--- src/rtl/alu_ctrl_seq.sv ---
// rtl/alu_ctrl_seq.sv - registered ALU control decode with handshake and multi-cycle M-op sequencing
// Optional M-extension sequencing (EXEC state, latency counter, muldiv_start) enabled by MULDIV_EN.
module alu_ctrl_seq #(
   parameter int CTR_W   = 5,
   parameter int SRC_W   = 3,
   parameter int MUL_LAT = 4
) (
   input  logic             clk,
   input  logic             resetn,
   input  logic             req_valid,
   output logic             req_ready,
   input  logic [2:0]       alu_op,
   input  logic [2:0]       funct3,
   input  logic [6:0]       funct7,
   input  logic             flush,
   output logic [SRC_W-1:0] alu_src_a,
   output logic [SRC_W-1:0] alu_src_b,
   output logic [CTR_W-1:0] alu_ctr,
   output logic             ctrl_valid,
   output logic             muldiv_start,
   output logic             busy,
   output logic             illegal
);

`ifdef MULDIV_EN
   typedef enum logic [1:0] {S_IDLE, S_DECODE, S_EXEC, S_DONE} state_t;
`else
   typedef enum logic [1:0] {S_IDLE, S_DECODE, S_DONE} state_t;
`endif

   localparam logic [SRC_W-1:0] A_PC = SRC_W'(0), A_OLDPC = SRC_W'(1), A_RS1 = SRC_W'(2), A_ZERO = SRC_W'(3);
   localparam logic [SRC_W-1:0] B_RS2 = SRC_W'(0), B_IMM = SRC_W'(1), B_FOUR = SRC_W'(2);
   localparam logic [CTR_W-1:0] C_ADD = CTR_W'(0), C_SUB = CTR_W'(1), C_SLL = CTR_W'(2), C_SLT = CTR_W'(3);
   localparam logic [CTR_W-1:0] C_SLTU = CTR_W'(4), C_XOR = CTR_W'(5), C_SRL = CTR_W'(6), C_SRA = CTR_W'(7);
   localparam logic [CTR_W-1:0] C_OR = CTR_W'(8), C_AND = CTR_W'(9), C_PASSB = CTR_W'(10);

   state_t             state_q, state_d;
   logic [2:0]         op_q, op_d, f3_q, f3_d;
   logic [6:0]         f7_q, f7_d;
   logic [SRC_W-1:0]   src_a_q, src_a_d, src_b_q, src_b_d;
   logic [CTR_W-1:0]   ctr_q, ctr_d;
   logic               ill_q, ill_d, valid_q, valid_d;
   logic [SRC_W-1:0]   dec_a, dec_b;
   logic [CTR_W-1:0]   dec_ctr, base_ctr;
   logic               dec_ill, dec_m;
`ifdef MULDIV_EN
   logic [3:0]         cnt_q, cnt_d;
   logic               start_q, start_d;
`endif

   always_comb begin
      base_ctr = C_ADD;
      case (f3_q)
         3'b000:  base_ctr = C_ADD;
         3'b001:  base_ctr = C_SLL;
         3'b010:  base_ctr = C_SLT;
         3'b011:  base_ctr = C_SLTU;
         3'b100:  base_ctr = C_XOR;
         3'b101:  base_ctr = C_SRL;
         3'b110:  base_ctr = C_OR;
         default: base_ctr = C_AND;
      endcase
   end

   // Decode works on the captured request so later input changes cannot disturb it.
   always_comb begin
      dec_a   = A_PC;
      dec_b   = B_RS2;
      dec_ctr = C_ADD;
      dec_ill = 1'b0;
      dec_m   = 1'b0;
      case (op_q)
         3'd0: dec_b = B_FOUR;
         3'd1: begin
            dec_a   = A_RS1;
            dec_ctr = C_SUB;
         end
         3'd2: begin
            dec_a   = A_RS1;
            dec_ctr = base_ctr;
            if (f7_q == 7'h00) begin
               dec_ctr = base_ctr;
            end else if (f7_q == 7'h20 && f3_q == 3'b000) begin
               dec_ctr = C_SUB;
            end else if (f7_q == 7'h20 && f3_q == 3'b101) begin
               dec_ctr = C_SRA;
`ifdef MULDIV_EN
            end else if (f7_q == 7'h01) begin
               dec_m   = 1'b1;
               dec_ctr = CTR_W'(11) + CTR_W'(f3_q);
`endif
            end else begin
               dec_ill = 1'b1;
            end
         end
         3'd3: begin
            dec_a   = A_RS1;
            dec_b   = B_IMM;
            dec_ctr = base_ctr;
            if (f3_q == 3'b001 && f7_q != 7'h00) begin
               dec_ill = 1'b1;
            end else if (f3_q == 3'b101) begin
               if (f7_q == 7'h20) dec_ctr = C_SRA;
               else if (f7_q != 7'h00) dec_ill = 1'b1;
            end
         end
         3'd4: begin
            dec_a = A_RS1;
            dec_b = B_IMM;
         end
         3'd6: begin
            dec_a   = A_ZERO;
            dec_b   = B_IMM;
            dec_ctr = C_PASSB;
         end
         default: begin
            dec_a = A_OLDPC;
            dec_b = B_IMM;
         end
      endcase
      if (dec_ill) dec_ctr = C_ADD;
   end

   always_comb begin
      state_d = state_q;
      op_d    = op_q;
      f3_d    = f3_q;
      f7_d    = f7_q;
      src_a_d = src_a_q;
      src_b_d = src_b_q;
      ctr_d   = ctr_q;
      ill_d   = ill_q;
      valid_d = 1'b0;
`ifdef MULDIV_EN
      cnt_d   = cnt_q;
      start_d = 1'b0;
`endif
      case (state_q)
         S_IDLE: begin
            // Flush wins over a simultaneous request, which is simply dropped.
            if (req_valid && !flush) begin
               state_d = S_DECODE;
               op_d    = alu_op;
               f3_d    = funct3;
               f7_d    = funct7;
            end
         end
         S_DECODE: begin
            if (flush) begin
               state_d = S_IDLE;
            end else begin
               src_a_d = dec_a;
               src_b_d = dec_b;
               ctr_d   = dec_ctr;
               ill_d   = dec_ill;
`ifdef MULDIV_EN
               if (dec_m) begin
                  state_d = S_EXEC;
                  cnt_d   = 4'(MUL_LAT - 1);
                  start_d = 1'b1;
               end else begin
                  state_d = S_DONE;
                  valid_d = 1'b1;
               end
`else
               state_d = S_DONE;
               valid_d = 1'b1;
`endif
            end
         end
`ifdef MULDIV_EN
         S_EXEC: begin
            if (flush) begin
               state_d = S_IDLE;
               cnt_d   = 4'd0;
            end else if (cnt_q == 4'd0) begin
               state_d = S_DONE;
               valid_d = 1'b1;
            end else begin
               cnt_d = cnt_q - 4'd1;
            end
         end
`endif
         default: state_d = S_IDLE;
      endcase
   end

   always_ff @(posedge clk) begin
      if (!resetn) begin
         state_q <= S_IDLE;
         op_q    <= 3'd0;
         f3_q    <= 3'd0;
         f7_q    <= 7'd0;
         src_a_q <= A_PC;
         src_b_q <= B_RS2;
         ctr_q   <= C_ADD;
         ill_q   <= 1'b0;
         valid_q <= 1'b0;
`ifdef MULDIV_EN
         cnt_q   <= 4'd0;
         start_q <= 1'b0;
`endif
      end else begin
         state_q <= state_d;
         op_q    <= op_d;
         f3_q    <= f3_d;
         f7_q    <= f7_d;
         src_a_q <= src_a_d;
         src_b_q <= src_b_d;
         ctr_q   <= ctr_d;
         ill_q   <= ill_d;
         valid_q <= valid_d;
`ifdef MULDIV_EN
         cnt_q   <= cnt_d;
         start_q <= start_d;
`endif
      end
   end

   assign req_ready  = (state_q == S_IDLE);
   assign alu_src_a  = src_a_q;
   assign alu_src_b  = src_b_q;
   assign alu_ctr    = ctr_q;
   assign illegal    = ill_q;
   assign ctrl_valid = valid_q;
`ifdef MULDIV_EN
   assign busy         = (state_q == S_DECODE) || (state_q == S_EXEC);
   assign muldiv_start = start_q;
`else
   assign busy         = (state_q == S_DECODE);
   assign muldiv_start = 1'b0;
`endif

endmodule

--- config.mk ---
export PLATFORM = sky130hd
export DESIGN_NAME = alu_ctrl_seq
export DESIGN_NICKNAME = d
export VERILOG_FILES = /design/src/rtl/alu_ctrl_seq.sv
export SDC_FILE = /design/constraint.sdc
export NUM_CORES = 1
export LEC_CHECK = 0
export CAP_MARGIN = 10
export CORE_AREA = 2 2 51 53
export DETAILED_ROUTE_END_ITERATION = 8
export DIE_AREA = 0 0 53 55
export DONT_BUFFER_PORTS = 1
export PLACE_DENSITY = 0.67
export SLEW_MARGIN = 0
export SYNTH_ARGS = -nofsm -noshare
export SYNTH_HDL_FRONTEND = slang
export SYNTH_SLANG_ARGS = --single-unit
--- constraint.sdc ---
create_clock -name clk -period 2.1 [get_ports clk]
set_clock_uncertainty 0.2 [all_clocks]
set_input_delay 0 -clock clk [delete_from_list [all_inputs] [get_ports clk]]
set_output_delay 0 -clock clk [all_outputs]
set_load 0.1 [all_outputs]
* Yosys cells after proc, flatten, opt, wreduce, memory -nomap -nowiden
Cells that the tools add are included.
** Storage, ports and cells
- Bits in writable memories :: 0
- Bits of input ports :: 17
- Word-level logic and storage cells :: 62
- Latch bits :: 0
- Output and inout port bits :: 16
- Flip-flop bits (word level) :: 28
- Memory bits (read-only) :: 0
- Memories kept :: 0
** Cells by class
- Add/subtract/negate cells :: 0
- Shifts and indexed selects :: 0
- Order comparisons :: 0
- Divide/modulo/power cells :: 0
- Mux-type cells :: 23
- Reductions and logical operators :: 15
- Bitwise gates (word level) :: 1
- Multiply operators :: 0
- Equal/unequal tests :: 14
** Operator list (number)
- two-way mux 5 bit :: 7
- one-hot mux 4 bit (7 select lines) :: 1
- one-hot mux 5 bit (4 select lines) :: 1
- == test 3 bit (second input constant) :: 5
- == test 3 x 2 -> 1 bit (second input constant) :: 4
- two-way mux 1 bit :: 8
- one-hot mux 2 bit (2 select lines) :: 2
- == test 7 x 6 -> 1 bit (second input constant) :: 1
- logical NOT 7 bit :: 1
- nonzero test 7 bit :: 1
- == test 3 x 1 -> 1 bit (second input constant) :: 2
- logical NOT 3 bit :: 2
- one-hot mux 2 bit (3 select lines) :: 1
- AND reduction 2 bit :: 3
- logical AND 1 bit :: 4
- two-way mux 2 bit :: 2
- OR reduction 4 bit :: 1
- == test 2 x 1 -> 1 bit (second input constant) :: 1
- logical NOT 2 bit :: 1
- inequality test 2 x 1 -> 1 bit (second input constant) :: 1
- one-hot mux 1 bit (2 select lines) :: 1
- OR reduction 2 bit :: 1
- logical NOT 1 bit :: 1
- NOT 1 bit :: 1

* Logic depth before layout (Yosys ltp)
- Depth after elaboration :: 7
- Gate-level depth with buffers :: 6
- Depth with buffers taken out :: 5

* Worst setup path before layout
No wires, ideal clock.
- Path kind :: reg2out
- Start point :: reg state_q[0]
- End point :: out busy
- Data arrival time :: 1761 ps
- Required time :: 1900 ps
- Buffers on the path :: 0
- Stages on the path, launching flop included :: 2
- Path slack :: 139 ps
- Path through :: dfxtp_1 -> nor2b_1
** Between the ends
- Longest elaborated chain between the ends :: 1
** RTL lines
- start: declaration :: RTL line 37 : state_t state_q, state_d;
- start signal: assignment :: RTL line 204 : state_q <= state_d;
- == test 2 x 1 -> 1 bit :: RTL line 230 : assign busy = (state_q == S_DECODE);
- end: declaration :: RTL line 21 : output logic busy,
No other way between the ends.

* Worst setup path after layout
- Start point :: reg state_q[1]
- End point :: reg f7_q[2]
** Between the ends
- Longest elaborated chain between the ends :: 2
** RTL lines
- logical NOT 2 bit :: RTL line 138 : case (state_q)
- AND reduction 2 bit (no source line)
- end signal: assignment :: RTL line 193 : f7_q <= 7'd0;
- end signal: assignment :: RTL line 207 : f7_q <= f7_d;
- end: declaration :: RTL line 39 : logic [6:0] f7_q, f7_d;
No other way between the ends.
A chain may end at the register's enable or synchronous reset.

==> flow_metrics.tcl <==
set metrics [dict create \
    post_cts_resized 0 \
    synth_edf_count 0 \
    antenna_left 0 \
    layout_common_cells "33 x nand2_1, 30 x dlygate4sd3_1, 25 x dfxtp_1" \
    cp_top_family "buffers and inverters" \
    final_cell_area_um2 1650 \
    dr_wl_met2_um 1560 \
    crit_type "flip-flop to flip-flop" \
    cts_buffers 3 \
    path_clk_slew_ps 140 \
    placementRows 18 \
    rsz0062_at_grt "false" \
    maxSlewHeadroom_pct 65.0 \
    syn_inst 154 \
    ioPinCount 33 \
    worst_slew_pin_slew_ps 524 \
    coreArea_um2 2360 \
    area_growth_pct 31.7 \
    grt_usage_pct 23.1 \
    yosys.area.top_type "dfxtp_1" \
    worstHoldStart "alu_src_a[0]" \
    ys_async_sr_fraction_pct 0 \
    drv_slew 0 \
    cp_cell_sequence "nor4b_2 > buf_4 > nand2_1 > dlygate4sd3_1 > a21oi_1" \
    ys_seq_area_share_pct 39.9 \
    syn_avg_cell_area_um2 8.15 \
    ir_drop_v 0.000635 \
    grt_pass1_vias 1118 \
    clk_latency_ps 330 \
    cts.sinks 25 \
    die_height_um 55 \
    finalCritPeriodShare_pct 95.1 \
    antenna_found_initial 0 \
    setup_violations 0 \
    yosysWarnings 0 \
    drtIter0Drc 20 \
    ys_ff_latch 25 \
    critPathLaunch "state_q[1]" \
    start_util_pct 53.1 \
    route.detailed.drc 0 \
    fin_nets 209 \
    netlist.area_leader.share_pct 39.9 \
    required_ps 2160 \
    dr.pass1.iters 4 \
    r2r_start "state_q[1]" \
    finalHoldViolations 0 \
    period_needed_ps 2000 \
    slowest_stage "dlygate4sd3_1" \
    gp_congestion 0.868 \
    multi_input_area_um2 657 \
    wl_per_cell_um 13.6 \
    htreeDepth 1 \
    fmax_mhz 501 \
    critPathMaxStageDelay_ps 560 \
    layout_commonest_cell "nand2_1" \
    power.total_w 0.000918 \
    crit_arrival_ps 2060 \
    chipWidth_um 53 \
    final-seq-area_um2 500 \
    met3WireLength_um 96 \
    drt-met1-wl_um 1300 \
    ys_types 37 \
    cts_setup_buffers 0 \
    grt_max_degree 21 \
    hold_path_class "flip-flop to flip-flop" \
    place_area_um2 1330 \
    cts_root_buf "clkbuf_4" \
    routed_wl_um 3010 \
    highest_layer "met4" \
    synthesis.area_um2 1250 \
    die-area_um2 2920 \
    placed_cells 187 \
    crit_path_start_kind "flip-flop" \
    dp_hpwl_um 1820 \
    cp_max_fo 13 \
    hold_ws_ps 261 \
    critPathBufInv 2 \
    vias 1171 \
    grt.overflow.total 0 \
    synth-main-ff-cell "dfxtp_1" \
    cts_tree "built" \
    outcome "finished, final reports clean" \
    layout.cells.non_filler 221 \
    ys_top_cells_by_area "dfxtp_1 40%, nand2_1 9.9%, a21oi_1 8.8%" \
    cts.path.max_buffers 2 \
    powerDensity_nw_per_um2 555 \
    power.leakage_nw 0.602 \
    setup_tns_ps 0 \
    grt_pass1_wl_um 4850 \
    end_kind "flip-flop" \
    max_cap_violations 0 \
    drive_gt1_share_pct 16.2 \
    fillCellCount 190 \
    portBuffers 0 \
    n_antenna_cell 0 \
    cts_hold_buf 30 \
    vias_per_cell 5.30 \
]
-- path summary, 6_finish.rpt --
| path | to | slack, ps | depth (start not counted) |
|---|---|---|---|
| min reg2reg | alu_src_a[0] | 260 | 2 |
| max reg2reg | f7_q[2] | 100 | 5 |
| max | f7_q[2] | 100 | 5 |
| min | alu_src_a[0] | 260 | 2 |
-- cell families after synthesis --
group	share of synthesized area [%]
AOI/OAI and AO/OA	21.6
buffers and inverters	9.07
DFF	39.9
muxes	1.69
other	0.299
and+or+nand+nor	27.4
-- metrics by stage --
step	util, %	setup WS [ps]
after global routing	69.9	34.0
after CTS	69.9	169
after detailed placement	56.1	277
after global placement	56.1	300
after floorplan	-	139
final	69.9	103
-- sequential cells by signal, indices dropped and copies added (netlist names) --
| signal | flops |
|---|---|
| f7_q | 7 |
| alu_ctr | 4 |
| f3_q | 3 |
| op_q | 3 |
| alu_src_a | 2 |
| alu_src_b | 2 |
| state_q | 2 |
| ctrl_valid | 1 |
| illegal | 1 |
-- Yosys cell counts, types with 2 or more instances --
| master | count |
|---|---|
| a211oi_1 | 2 |
| a21oi_1 | 22 |
| a32o_1 | 2 |
| and2_1 | 3 |
| buf_4 | 10 |
| clkbuf_1 | 4 |
| dfxtp_1 | 25 |
| inv_1 | 5 |
| nand2_1 | 33 |
| nand2b_1 | 2 |
| nor2_1 | 7 |
| nor2b_1 | 5 |
| nor3_1 | 5 |
| nor3b_2 | 3 |
| o21ai_1 | 2 |
| o2bb2ai_1 | 2 |
| or3_1 | 2 |
-- routing by layer --
metal / GRT usage [%] / vias to the layer above
met5: 0 / -
met4: 9.40 / 0
met3: 3.76 / 7
met2: 43.3 / 26
met1: 26.0 / 543
li1: - / 595
-- report_power, final --
group	internal [W]	total, W	switching (W)
clock network	0.0000745	0.000220	0.000145
logic	0.0000708	0.000187	0.000116
registers	0.000489	0.000511	0.0000218
total	0.000634	0.000918	0.000283
-- worst min-delay path: cells and delay by family, from the launching register on --
family | cells | cell delay (ps)
AND/OR/NAND/NOR | 1 | 50
flip-flops | 1 | 330
AO/OA/AOI/OAI | 1 | 50
-- layout make-up --
class / instances / area share (%)
sequential: 25 / 30.3
inverter: 5 / 1.14
tap: 30 / 2.27
clock buffer: 4 / 1.59
timing repair buffer: 45 / 25.0
multi-input combinational: 112 / 39.7
Note: power is estimated with default switching activity, not from simulation.
